**config.mk**
```make
export PLATFORM = sky130hd
export DESIGN_NAME = seg7_scan_ctrl_flat
export DESIGN_NICKNAME = d
export VERILOG_FILES = /design/src/rtl/seg7_pkg.sv /design/src/rtl/seg7_scan_ctrl_if.sv /design/src/rtl/seg7_char_decode.sv /design/src/rtl/seg7_scan_ctrl.sv /design/src/flat_wrapper.sv
export SDC_FILE = /design/constraint.sdc
export NUM_CORES = 1
export LEC_CHECK = 0
export CORE_ASPECT_RATIO = 0.75
export CORE_MARGIN = 4
export CORE_UTILIZATION = 54
export CTS_BUF_LIST = sky130_fd_sc_hd__clkbuf_16
export DETAILED_ROUTE_END_ITERATION = 7
export PLACE_DENSITY = 0.75
export SETUP_SLACK_MARGIN = 0.1
export SLEW_MARGIN = 20
export SYNTH_ARGS = -nofsm -noshare
export SYNTH_HDL_FRONTEND = slang
export SYNTH_HIERARCHICAL = 1
export SYNTH_SLANG_ARGS = --single-unit
```
**constraint.sdc**
```tcl
create_clock -name clk -period 4 [get_ports clk]
set_input_delay 0.8 -clock clk [delete_from_list [all_inputs] [get_ports clk]]
set_output_delay 0.8 -clock clk [all_outputs]
set_load 0.005 [all_outputs]
```
**src/rtl/seg7_pkg.sv**
```systemverilog
// Shared types and constants for the 7-segment scan controller: FSM states,
// character codes and active-low segment patterns (bit 6 = a .. bit 0 = g).
package seg7_pkg;

  typedef enum logic [1:0] {
    PARK  = 2'd0,
    BLANK = 2'd1,
    SHOW  = 2'd2
  } state_t;

  localparam logic [4:0] CH_BLANK = 5'h10;
  localparam logic [4:0] CH_D     = 5'h11;
  localparam logic [4:0] CH_O     = 5'h12;
  localparam logic [4:0] CH_G     = 5'h13;
  localparam logic [4:0] CH_DASH  = 5'h14;

  localparam logic [6:0] SEG_BLANK = 7'h7F;
  localparam logic [6:0] SEG_D     = 7'b1000010;
  localparam logic [6:0] SEG_O     = 7'b1100010;
  localparam logic [6:0] SEG_G     = 7'b0100001;
  localparam logic [6:0] SEG_DASH  = 7'b1111110;

  function automatic logic [6:0] hex_seg(input logic [3:0] nib);
    case (nib)
      4'h0:    hex_seg = 7'b0000001;
      4'h1:    hex_seg = 7'b1001111;
      4'h2:    hex_seg = 7'b0010010;
      4'h3:    hex_seg = 7'b0000110;
      4'h4:    hex_seg = 7'b1001100;
      4'h5:    hex_seg = 7'b0100100;
      4'h6:    hex_seg = 7'b0100000;
      4'h7:    hex_seg = 7'b0001111;
      4'h8:    hex_seg = 7'b0000000;
      4'h9:    hex_seg = 7'b0000100;
      4'hA:    hex_seg = 7'b0001000;
      4'hB:    hex_seg = 7'b1100000;
      4'hC:    hex_seg = 7'b0110001;
      4'hD:    hex_seg = 7'b1000010;
      4'hE:    hex_seg = 7'b0110000;
      default: hex_seg = 7'b0111000;
    endcase
  endfunction

endpackage

```
**src/rtl/seg7_scan_ctrl_if.sv**
```systemverilog
// Character write port of the scan controller: one write per cycle, always accepted.
interface seg7_scan_ctrl_if;
  logic       wr_en;
  logic [2:0] wr_addr;
  logic [4:0] wr_char;

  modport master (output wr_en, output wr_addr, output wr_char);
  modport slave  (input  wr_en, input  wr_addr, input  wr_char);
endinterface

```
**src/rtl/seg7_char_decode.sv**
```systemverilog
// Combinational character-code to active-low segment decode.
module seg7_char_decode
  import seg7_pkg::*;
(
  input  logic [4:0] code,
  output logic [6:0] seg
);

  always_comb begin
    seg = SEG_BLANK;
    if (!code[4]) begin
      seg = hex_seg(code[3:0]);
    end else begin
      case (code)
        CH_D:    seg = SEG_D;
        CH_O:    seg = SEG_O;
        CH_G:    seg = SEG_G;
        CH_DASH: seg = SEG_DASH;
        default: seg = SEG_BLANK;
      endcase
    end
  end

endmodule

```
**src/rtl/seg7_scan_ctrl.sv**
```systemverilog
// Multiplexed 7-segment scan controller: per-digit slot of blanking then display,
// character register file written through the write-port interface.
//
//   state | meaning
//   PARK  | display dark, sequencer idle at digit 0
//   BLANK | ghosting guard at slot start; last cycle latches the digit's character
//   SHOW  | selected digit driven with the latched character
module seg7_scan_ctrl
  import seg7_pkg::*;
#(
  parameter int NUM_DIGITS = 8,
  parameter int SLOT_CYC   = 50000,
  parameter int BLANK_CYC  = 16
) (
  input  logic             clk,
  input  logic             rst,
  input  logic             en,
  seg7_scan_ctrl_if.slave  wr,
  output logic [7:0]       scan,
  output logic [6:0]       seg,
  output logic [2:0]       digit_idx,
  output logic             frame_start
);

  localparam logic [19:0] BLANK_LD   = 20'(BLANK_CYC - 1);
  localparam logic [19:0] SHOW_LD    = 20'(SLOT_CYC - BLANK_CYC - 1);
  localparam logic [2:0]  LAST_DIGIT = 3'(NUM_DIGITS - 1);

  state_t      state;
  logic [19:0] cnt;
  logic [4:0]  disp_reg;
  logic [4:0]  chars [NUM_DIGITS];
  logic [4:0]  cur_char;
  logic [4:0]  dec_in;
  logic [6:0]  dec_out;
  logic [2:0]  next_idx;
  logic        latch;

  // Addresses beyond NUM_DIGITS match no entry, so those writes fall away.
  always_ff @(posedge clk or posedge rst) begin
    if (rst) begin
      for (int i = 0; i < NUM_DIGITS; i++) chars[i] <= CH_BLANK;
    end else begin
      for (int i = 0; i < NUM_DIGITS; i++) begin
        if (wr.wr_en && wr.wr_addr == 3'(i)) chars[i] <= wr.wr_char;
      end
    end
  end

  always_comb begin
    cur_char = CH_BLANK;
    for (int i = 0; i < NUM_DIGITS; i++) begin
      if (digit_idx == 3'(i)) cur_char = chars[i];
    end
  end

  assign latch    = en && (state == BLANK) && (cnt == '0);
  assign dec_in   = latch ? cur_char : disp_reg;
  assign next_idx = (digit_idx == LAST_DIGIT) ? 3'd0 : digit_idx + 3'd1;

  seg7_char_decode u_decode (
    .code (dec_in),
    .seg  (dec_out)
  );

  always_ff @(posedge clk or posedge rst) begin
    if (rst) begin
      state       <= PARK;
      cnt         <= '0;
      digit_idx   <= '0;
      scan        <= 8'hFF;
      seg         <= SEG_BLANK;
      frame_start <= 1'b0;
      disp_reg    <= CH_BLANK;
    end else if (!en) begin
      state       <= PARK;
      cnt         <= '0;
      digit_idx   <= '0;
      scan        <= 8'hFF;
      seg         <= SEG_BLANK;
      frame_start <= 1'b0;
    end else begin
      case (state)
        PARK: begin
          state       <= BLANK;
          cnt         <= BLANK_LD;
          digit_idx   <= '0;
          frame_start <= 1'b1;
          scan        <= 8'hFF;
          seg         <= SEG_BLANK;
        end
        BLANK: begin
          frame_start <= 1'b0;
          if (cnt == '0) begin
            state    <= SHOW;
            cnt      <= SHOW_LD;
            disp_reg <= cur_char;
            scan     <= ~(8'd1 << digit_idx);
            seg      <= dec_out;
          end else begin
            cnt <= cnt - 20'd1;
          end
        end
        SHOW: begin
          if (cnt == '0) begin
            state       <= BLANK;
            cnt         <= BLANK_LD;
            digit_idx   <= next_idx;
            frame_start <= (next_idx == 3'd0);
            scan        <= 8'hFF;
            seg         <= SEG_BLANK;
          end else begin
            cnt <= cnt - 20'd1;
            seg <= dec_out;
          end
        end
        default: state <= PARK;
      endcase
    end
  end

endmodule

```
**src/flat_wrapper.sv**
```systemverilog
// flat-port wrapper written by rule: the top's interface ports become plain ports
module seg7_scan_ctrl_flat import seg7_pkg::*;
#(
  parameter int NUM_DIGITS = 8,
  parameter int SLOT_CYC   = 50000,
  parameter int BLANK_CYC  = 16
)
  (clk, rst, en, scan, seg, digit_idx, frame_start, wr_wr_en, wr_wr_addr, wr_wr_char);
  seg7_scan_ctrl_if wr_i ();
  input  logic clk;
  input  logic rst;
  input  logic en;
  output logic [7:0] scan;
  output logic [6:0] seg;
  output logic [2:0] digit_idx;
  output logic frame_start;
  input wire logic [$bits(wr_i.wr_en)-1:0] wr_wr_en;
  input wire logic [$bits(wr_i.wr_addr)-1:0] wr_wr_addr;
  input wire logic [$bits(wr_i.wr_char)-1:0] wr_wr_char;
  assign wr_i.wr_en = wr_wr_en;
  assign wr_i.wr_addr = wr_wr_addr;
  assign wr_i.wr_char = wr_wr_char;
  seg7_scan_ctrl #(.NUM_DIGITS(NUM_DIGITS), .SLOT_CYC(SLOT_CYC), .BLANK_CYC(BLANK_CYC)) u_core (.clk(clk), .rst(rst), .en(en), .wr(wr_i), .scan(scan), .seg(seg), .digit_idx(digit_idx), .frame_start(frame_start));
endmodule
```
# --- Word-level counts from Yosys, hierarchy flattened ---
# Memory sizes are Yosys's and may differ from the RTL's.
# Cells that the tools add are included.
classes:
  reduce_logical: 21
  bitwise_logic: 1
  n_addsub: 2
  n_mux: 34
  shifts: 1
  n_eq_ne: 24
op_table:
  columns: ["operator", "count"]
  rows:
  - ["20-bit 2-to-1 mux", 3]
  - ["20-bit case mux with 3 select lines", 1]
  - ["5-bit 2-to-1 mux", 9]
  - ["7-bit 2-to-1 mux", 4]
  - ["7-bit case mux with 4 select lines", 1]
  - ["3-bit equality test (second input constant)", 8]
  - ["8-bit 2-to-1 mux", 3]
  - ["8-bit case mux with 3 select lines", 1]
  - ["7-bit case mux with 3 select lines", 1]
  - ["5-bit equality test (second input constant)", 4]
  - ["20-bit zero test", 1]
  - ["20-bit by 1-bit subtractor with 20-bit output (second input constant)", 1]
  - ["3-bit by 2-bit equality test with 1-bit output (second input constant)", 4]
  - ["1-bit logical AND", 10]
  - ["3-bit zero test", 3]
  - ["3-bit 2-to-1 mux", 3]
  - ["8-bit inverter", 1]
  - ["2-bit AND reduction", 4]
  - ["1-bit by 3-bit left shift with 8-bit output (first input constant)", 1]
  - ["3-bit by 1-bit equality test with 1-bit output (second input constant)", 2]
  - ["2-bit 2-to-1 mux", 3]
  - ["2-bit case mux with 3 select lines", 1]
  - ["3-bit case mux with 2 select lines", 1]
  - ["3-bit AND reduction", 2]
  - ["10 further kinds", 11]
word_totals:
  wordCells: 99
  input_bits: 12
  reg_bits: 86
  output_inout_bits: 19
  memories: 1
  romBits: 112
mem_list:
  columns: ["memory", "words", "word_bits", "read_ports", "rd_clocked_by_memory_dff", "wr", "line", "source"]
  rows:
  - ["(name not given)", 16, 7, 1, 0, 0, "seg7_pkg.sv:24", "case (nib)"]

# --- Logic depth before layout (Yosys ltp) ---
depth:
  ltp_word: 16
  mapped_depth: 16
  depth_no_buf: 15

# --- Hierarchy ---
# The synthesis kept the hierarchy.
modules_own_cells:
  columns: ["module", "n_inst", "area_per_inst_um2", "cells_per_inst"]
  rows:
  - ["seg7_scan_ctrl", 1, 4554.4, 439]
  - ["seg7_char_decode", 1, 377.9, 50]

# --- Worst setup path before layout ---
# OpenSTA, ideal clock, no wires.
synth_path:
  path_type: "reg-to-reg"
  from: "register u_core.cnt[6]"
  to: "register u_core.seg[1]"
  arrival_time_ps: 3511
  required_ps: 3918
  period_less_slack_ps: 3593
  setup_slack_ps: 407
  path_stages_with_launch: 15
  path_cell_list: "dfrtp_1 buf_6 or4_4 nor2_2 nand4_1 clkbuf_1 o31ai_1 inv_1 ha_1 or2_1 nor4_1 a21oi_1 nand2_1 nand2_1 mux2_2"
synth_between:
  elab_chain_cells: 9
  word_cells_on_any_way: 16
  cone_classes: "5 x eq/ne; 7 x mux; 3 x reduce/logical; 1 x memory"
synth_rtl:
  columns: ["item", "line", "source"]
  rows:
  - ["start, declared", "seg7_scan_ctrl.sv:30", "logic [19:0] cnt;"]
  - ["start signal, assigned", "seg7_scan_ctrl.sv:101", "cnt <= cnt - 20'd1;"]
  - ["start signal, assigned", "seg7_scan_ctrl.sv:113", "cnt <= cnt - 20'd1;"]
  - ["20-bit zero test *", "seg7_scan_ctrl.sv:57", "assign latch = en && (state == BLANK) && (cnt == '0);"]
  - ["1-bit logical AND *", "seg7_scan_ctrl.sv:57", null]
  - ["5-bit 2-to-1 mux *", "seg7_scan_ctrl.sv:58", "assign dec_in = latch ? cur_char : disp_reg;"]
  - ["net u_core.dec_in[1]", "seg7_scan_ctrl.sv:34", "logic [4:0] dec_in;"]
  - ["parallel branches: the longest is 2 deep, another holds memory 16 x 7 bit", null, null]
  - ["7-bit 2-to-1 mux *", "seg7_char_decode.sv:11", "if (!code[4]) begin"]
  - ["net u_core.dec_out[1]", "seg7_scan_ctrl.sv:35", "logic [6:0] dec_out;"]
  - ["7-bit 2-to-1 mux, on equally long branches", "seg7_scan_ctrl.sv:105, seg7_scan_ctrl.sv:94", null]
  - ["7-bit case mux with 3 select lines *", "seg7_scan_ctrl.sv:83", "case (state)"]
  - ["7-bit 2-to-1 mux *", "seg7_scan_ctrl.sv:75", "end else if (!en) begin"]
  - ["end signal, assigned", "seg7_scan_ctrl.sv:99", "seg <= dec_out;"]
  - ["end signal, assigned", "seg7_scan_ctrl.sv:114", "seg <= dec_out;"]
  - ["end, declared", "seg7_scan_ctrl.sv:20", "output logic [6:0] seg,"]
# Mark *: on every way through the listed nets, which the timed path passes. The select of a mux whose other input is x is not followed.
# A chain may end at the register's enable or synchronous reset.

# --- Worst setup path in the final report ---
layout_path:
  from: "register u_core.digit_idx[0]"
  to: "register u_core.seg[0]"
layout_between:
  elab_chain_cells: 16
  word_cells_on_any_way: 28
  cone_classes: "11 x eq/ne; 15 x mux; 1 x reduce/logical; 1 x memory"
layout_rtl:
  columns: ["item", "line", "source"]
  rows:
  - ["start, declared", "seg7_scan_ctrl.sv:21", "output logic [2:0] digit_idx,"]
  - ["start signal, assigned", "seg7_scan_ctrl.sv:108", "digit_idx <= next_idx;"]
  - ["3-bit zero test", "seg7_scan_ctrl.sv:53", "if (digit_idx == 3'(i)) cur_char = chars[i];"]
  - ["5-bit 2-to-1 mux (7 in series)", "seg7_scan_ctrl.sv:53", null]
  - ["5-bit 2-to-1 mux *", "seg7_scan_ctrl.sv:53", null]
  - ["5-bit 2-to-1 mux *", "seg7_scan_ctrl.sv:58", null]
  - ["net u_core.dec_in[1]", "seg7_scan_ctrl.sv:34", null]
  - ["parallel branches: the longest is 2 deep, another holds memory 16 x 7 bit", null, null]
  - ["7-bit 2-to-1 mux *", "seg7_char_decode.sv:11", null]
  - ["net u_core.dec_out[0]", "seg7_scan_ctrl.sv:35", null]
  - ["7-bit 2-to-1 mux, on equally long branches", "seg7_scan_ctrl.sv:105, seg7_scan_ctrl.sv:94", null]
  - ["7-bit case mux with 3 select lines *", "seg7_scan_ctrl.sv:83", null]
  - ["7-bit 2-to-1 mux *", "seg7_scan_ctrl.sv:75", null]
# Marks and branches as above.

==> summary.md <==
| Metric | Value |
|---|---|
| Area share of the largest cell type after synthesis | `0.315` |
| Largest net degree at the start of global routing | `59` |
| Initial core utilization | `0.569` |
| Warnings from Yosys | `6` |
| Slew Viols, Final | `0` |
| Mapped cell area | `0.00493 mm2` |
| WP data arrival | `4010 ps` |
| DR WL/cell | `19.6 um` |
| Clock sink count | `86` |
| Seq cells post-synth | `86` |
| Hold Crit Depth | `1` |
| Crit path time final | `3740 ps` |
| Min-delay src | `u_core/scan[7]$_DFFE_PP1P_` |
| WL met2 | `5350 um` |
| Cells after synthesis | `489` |
| Antenna violations before repair | `0` |
| Register area share after synthesis | `0.442` |
| Top_reg_cell synth | `dfrtp_1` |
| Filler instances | `697` |
| GPL Wtd Cong | `0.891` |
| Setup slack, reg-to-reg | `260 ps` |
| # port buffers | `30` |
| Synth cell count leaders | `62 x dfrtp_1, 52 x nand2_1, 45 x mux2_2` |
| First-pass GRT wire length | `20500 um` |
| Setup TNS | `0 ps` |
| Dpl cells | `621` |
| Share of cells above drive strength 1 | `0.242` |
| Unrepaired setup endpoints after global routing | `true` |
| Hold WC Path Type | `reg -> reg` |
| Worst slew pin tran | `932 ps` |
| Htree depth | `3` |
| Post-DRT Antenna Nets | `0` |
| Max clock buf depth | `2` |
| Final setup violation count | `0` |
| Total of max-cap violations | `0` |
| Initial DRC Count | `523` |
| Crit end category | `flop` |
| Worst r2r path cells | `15` |
| Asr flop ratio synth | `1.00` |
| CTS clk-pin slew, worst paths | `70 ps` |
| Total GRT Usage | `0.237` |
| Leading area contributor after synthesis | `dfrtp_1` |
| Fin nets | `553` |
| Max reg flops | `40` |
| Post-Route WL | `12500 um` |
| Top cells by area, synth | `dfrtp_1 31%, dfstp_2 13%, mux2_2 10%, ha_1 4.3%, nand2_1 4.0%` |
| Area grow syn2layout | `15.9%` |
| Metal-1 WL | `6050 um` |
| Latest clock arrival within the worst-skew pair | `340 ps` |
| Total leakage power | `0.00235 uW` |
| DIE AREA | `0.0107 mm2` |
| CP startpoint kind | `flop` |
| Tot Pwr | `3490 uW` |
| F_max | `0.267 GHz` |
| Die W | `118 um` |
| Pre-antenna DRT Iters | `5` |
| Clock Root Buffer | `clkbuf_16` |
| Largest Register | `u_core/chars` |
| R2r startpoint | `u_core/digit_idx[0]$_DFFE_PP0P_` |
| FP Rows | `29` |
| Final Hold Viols | `0` |
| Uppermost layer routed | `met4` |
| Ant. Diodes | `0` |
| Hold path endpoint | `u_core/scan[7]$_DFFE_PP1P_` |
| Core ar. | `0.00867 mm2` |
| P per Cell Area | `610 mW/mm2` |
| Post-Syn Nets | `518` |
| DIE HEIGHT | `90.8 um` |
| Crit Path Category | `reg -> reg` |
| Slew Limit Headroom | `0.378` |
| Final period util | `0.935` |
| GRT overflow | `0` |
| Cts hold-fix bufs | `0` |
| DRC | `0` |
| TritonCTS clock tree | `done` |
| TritonCTS buffer count | `9` |
| Peak supply drop | `0.421 mV` |
| Largest registers | `u_core/chars: 40 flops, u_core/cnt: 20 flops, u_core/scan: 8 flops` |
| Vias in the first global route | `3823` |
| EDFF count, synth | `0` |
| Most common cell in the netlist | `dfrtp_1` |
| Final core utilization | `0.659` |
| Met3 WL post-DR | `914 um` |
| Distinct cells, synth | `67` |
| Syn Area/Cell | `10.1 um2` |
| Crit path required time | `4270 ps` |
| Boundary pin count | `31` |
| Dpl hpwl | `8710 um` |
| Final non-filler cell total | `637` |
| Via count of the routed design | `4103` |
| Status | `complete, no violations` |
| Via/cell ratio | `6.44` |
| Max FO, Critical Path | `7` |
| Reg2Reg Capture Point | `u_core/seg[0]$_DFFE_PP1P_` |
| Layout Skew | `9.51 ps` |
-- worst max-delay path, stage by stage (launching register included) --
cell and delay, ps:
dfrtp_1 480, ha_1 290, ha_1 210, or2_2 330, a221oi_1 300, o22a_1 200, a311oi_1 70, o31ai_1 280
inv_1 140, ha_1 250, mux2_4 260, a221oi_1 350, a31oi_1 80, nand2_1 80, nand2_1 60, mux2_2 290
-- where the power goes --
part	switching [uW]	leakage [uW]	internal (uW)	total (uW)
clock network	367	0.000156	499	867
registers	137	0.00104	1080	1220
logic	795	0.00115	605	1400
-- repair_timing --
action | in CTS | in global routing
endpoints found under the hold margin | 0 | 0
endpoints found under the setup margin | 1 | 5
setup buffers | 0 | 0
pin swaps | 0 | 2
gates resized for setup | 1 | 6
cloned | 0 | 0
-- kinds of logic (layout without fill, tap and decap cells) --
| logic type | count (synthesis) | after routing | share of synthesized area |
|---|---|---|---|
| and+or+nand+nor | 164 | 164 | 0.178 |
| buffers and inverters | 50 | 90 | 0.0444 |
| AOI/OAI and AO/OA | 120 | 120 | 0.172 |
| DFF | 86 | 86 | 0.442 |
| adders and majority gates | 17 | 17 | 0.0431 |
| xor gates and xnor gates | 1 | 1 | 0.00178 |
| muxes | 51 | 51 | 0.118 |
-- layer usage --
layer	track usage	vias up
li1	-	1881
met1	0.374	2022
met2	0.326	185
met3	0.0520	15
met4	0.0556	0
met5	0	-
-- worst max path at each step --
stage	start	to	slack [ps]	cells after the start
after detailed placement	u_core/digit_idx[1]$_DFFE_PP0P_	u_core/seg[0]$_DFFE_PP1P_	80	15
after global placement	u_core/digit_idx[1]$_DFFE_PP0P_	u_core/seg[1]$_DFFE_PP1P_	130	15
after global routing	u_core/digit_idx[0]$_DFFE_PP0P_	u_core/seg[0]$_DFFE_PP1P_	90	15
after CTS	u_core/digit_idx[1]$_DFFE_PP0P_	u_core/seg[0]$_DFFE_PP1P_	250	15
final	u_core/digit_idx[0]$_DFFE_PP0P_	u_core/seg[0]$_DFFE_PP1P_	260	15
after floorplan	u_core/cnt[6]$_DFFE_PP0N_	u_core/seg[1]$_DFFE_PP1P_	410	14
-- placed cells by master, fill, tap and decap left out, drive strengths merged, types with 8 or more instances in the layout --
cell type / n
mux2: 46
clkdlybuf4s50: 30
a31oi: 12
nand2: 53
a21oi: 27
clkbuf: 11
nand3: 12
nor4: 11
dfstp: 24
nor2: 16
buf: 15
dfrtp: 62
inv: 29
a2bb2oi: 8
a221oi: 11
nor3: 15
ha: 17
o21ai: 23
-- cell type report --
type	instances	area, um2	area share
tap	108	135	0.0236
clock buffer	11	275	0.0482
clock inverter	5	37.5	0.00657
multi-input combinational	353	2560	0.448
timing repair buffer	45	413	0.0722
sequential	86	2180	0.382
inverter	29	111	0.0195
-- metrics by stage --
stage               setup WS, ps  hold WS [ps]  instance area, um2
floorplan                    407           465                4930
global placement             134           487                5370
CTS                          247           507                5690
detailed placement          77.2           496                5370
global route                86.0           512                5720
finish                       261           504                5720
No activity file was read; power rests on OpenSTA's default activity.
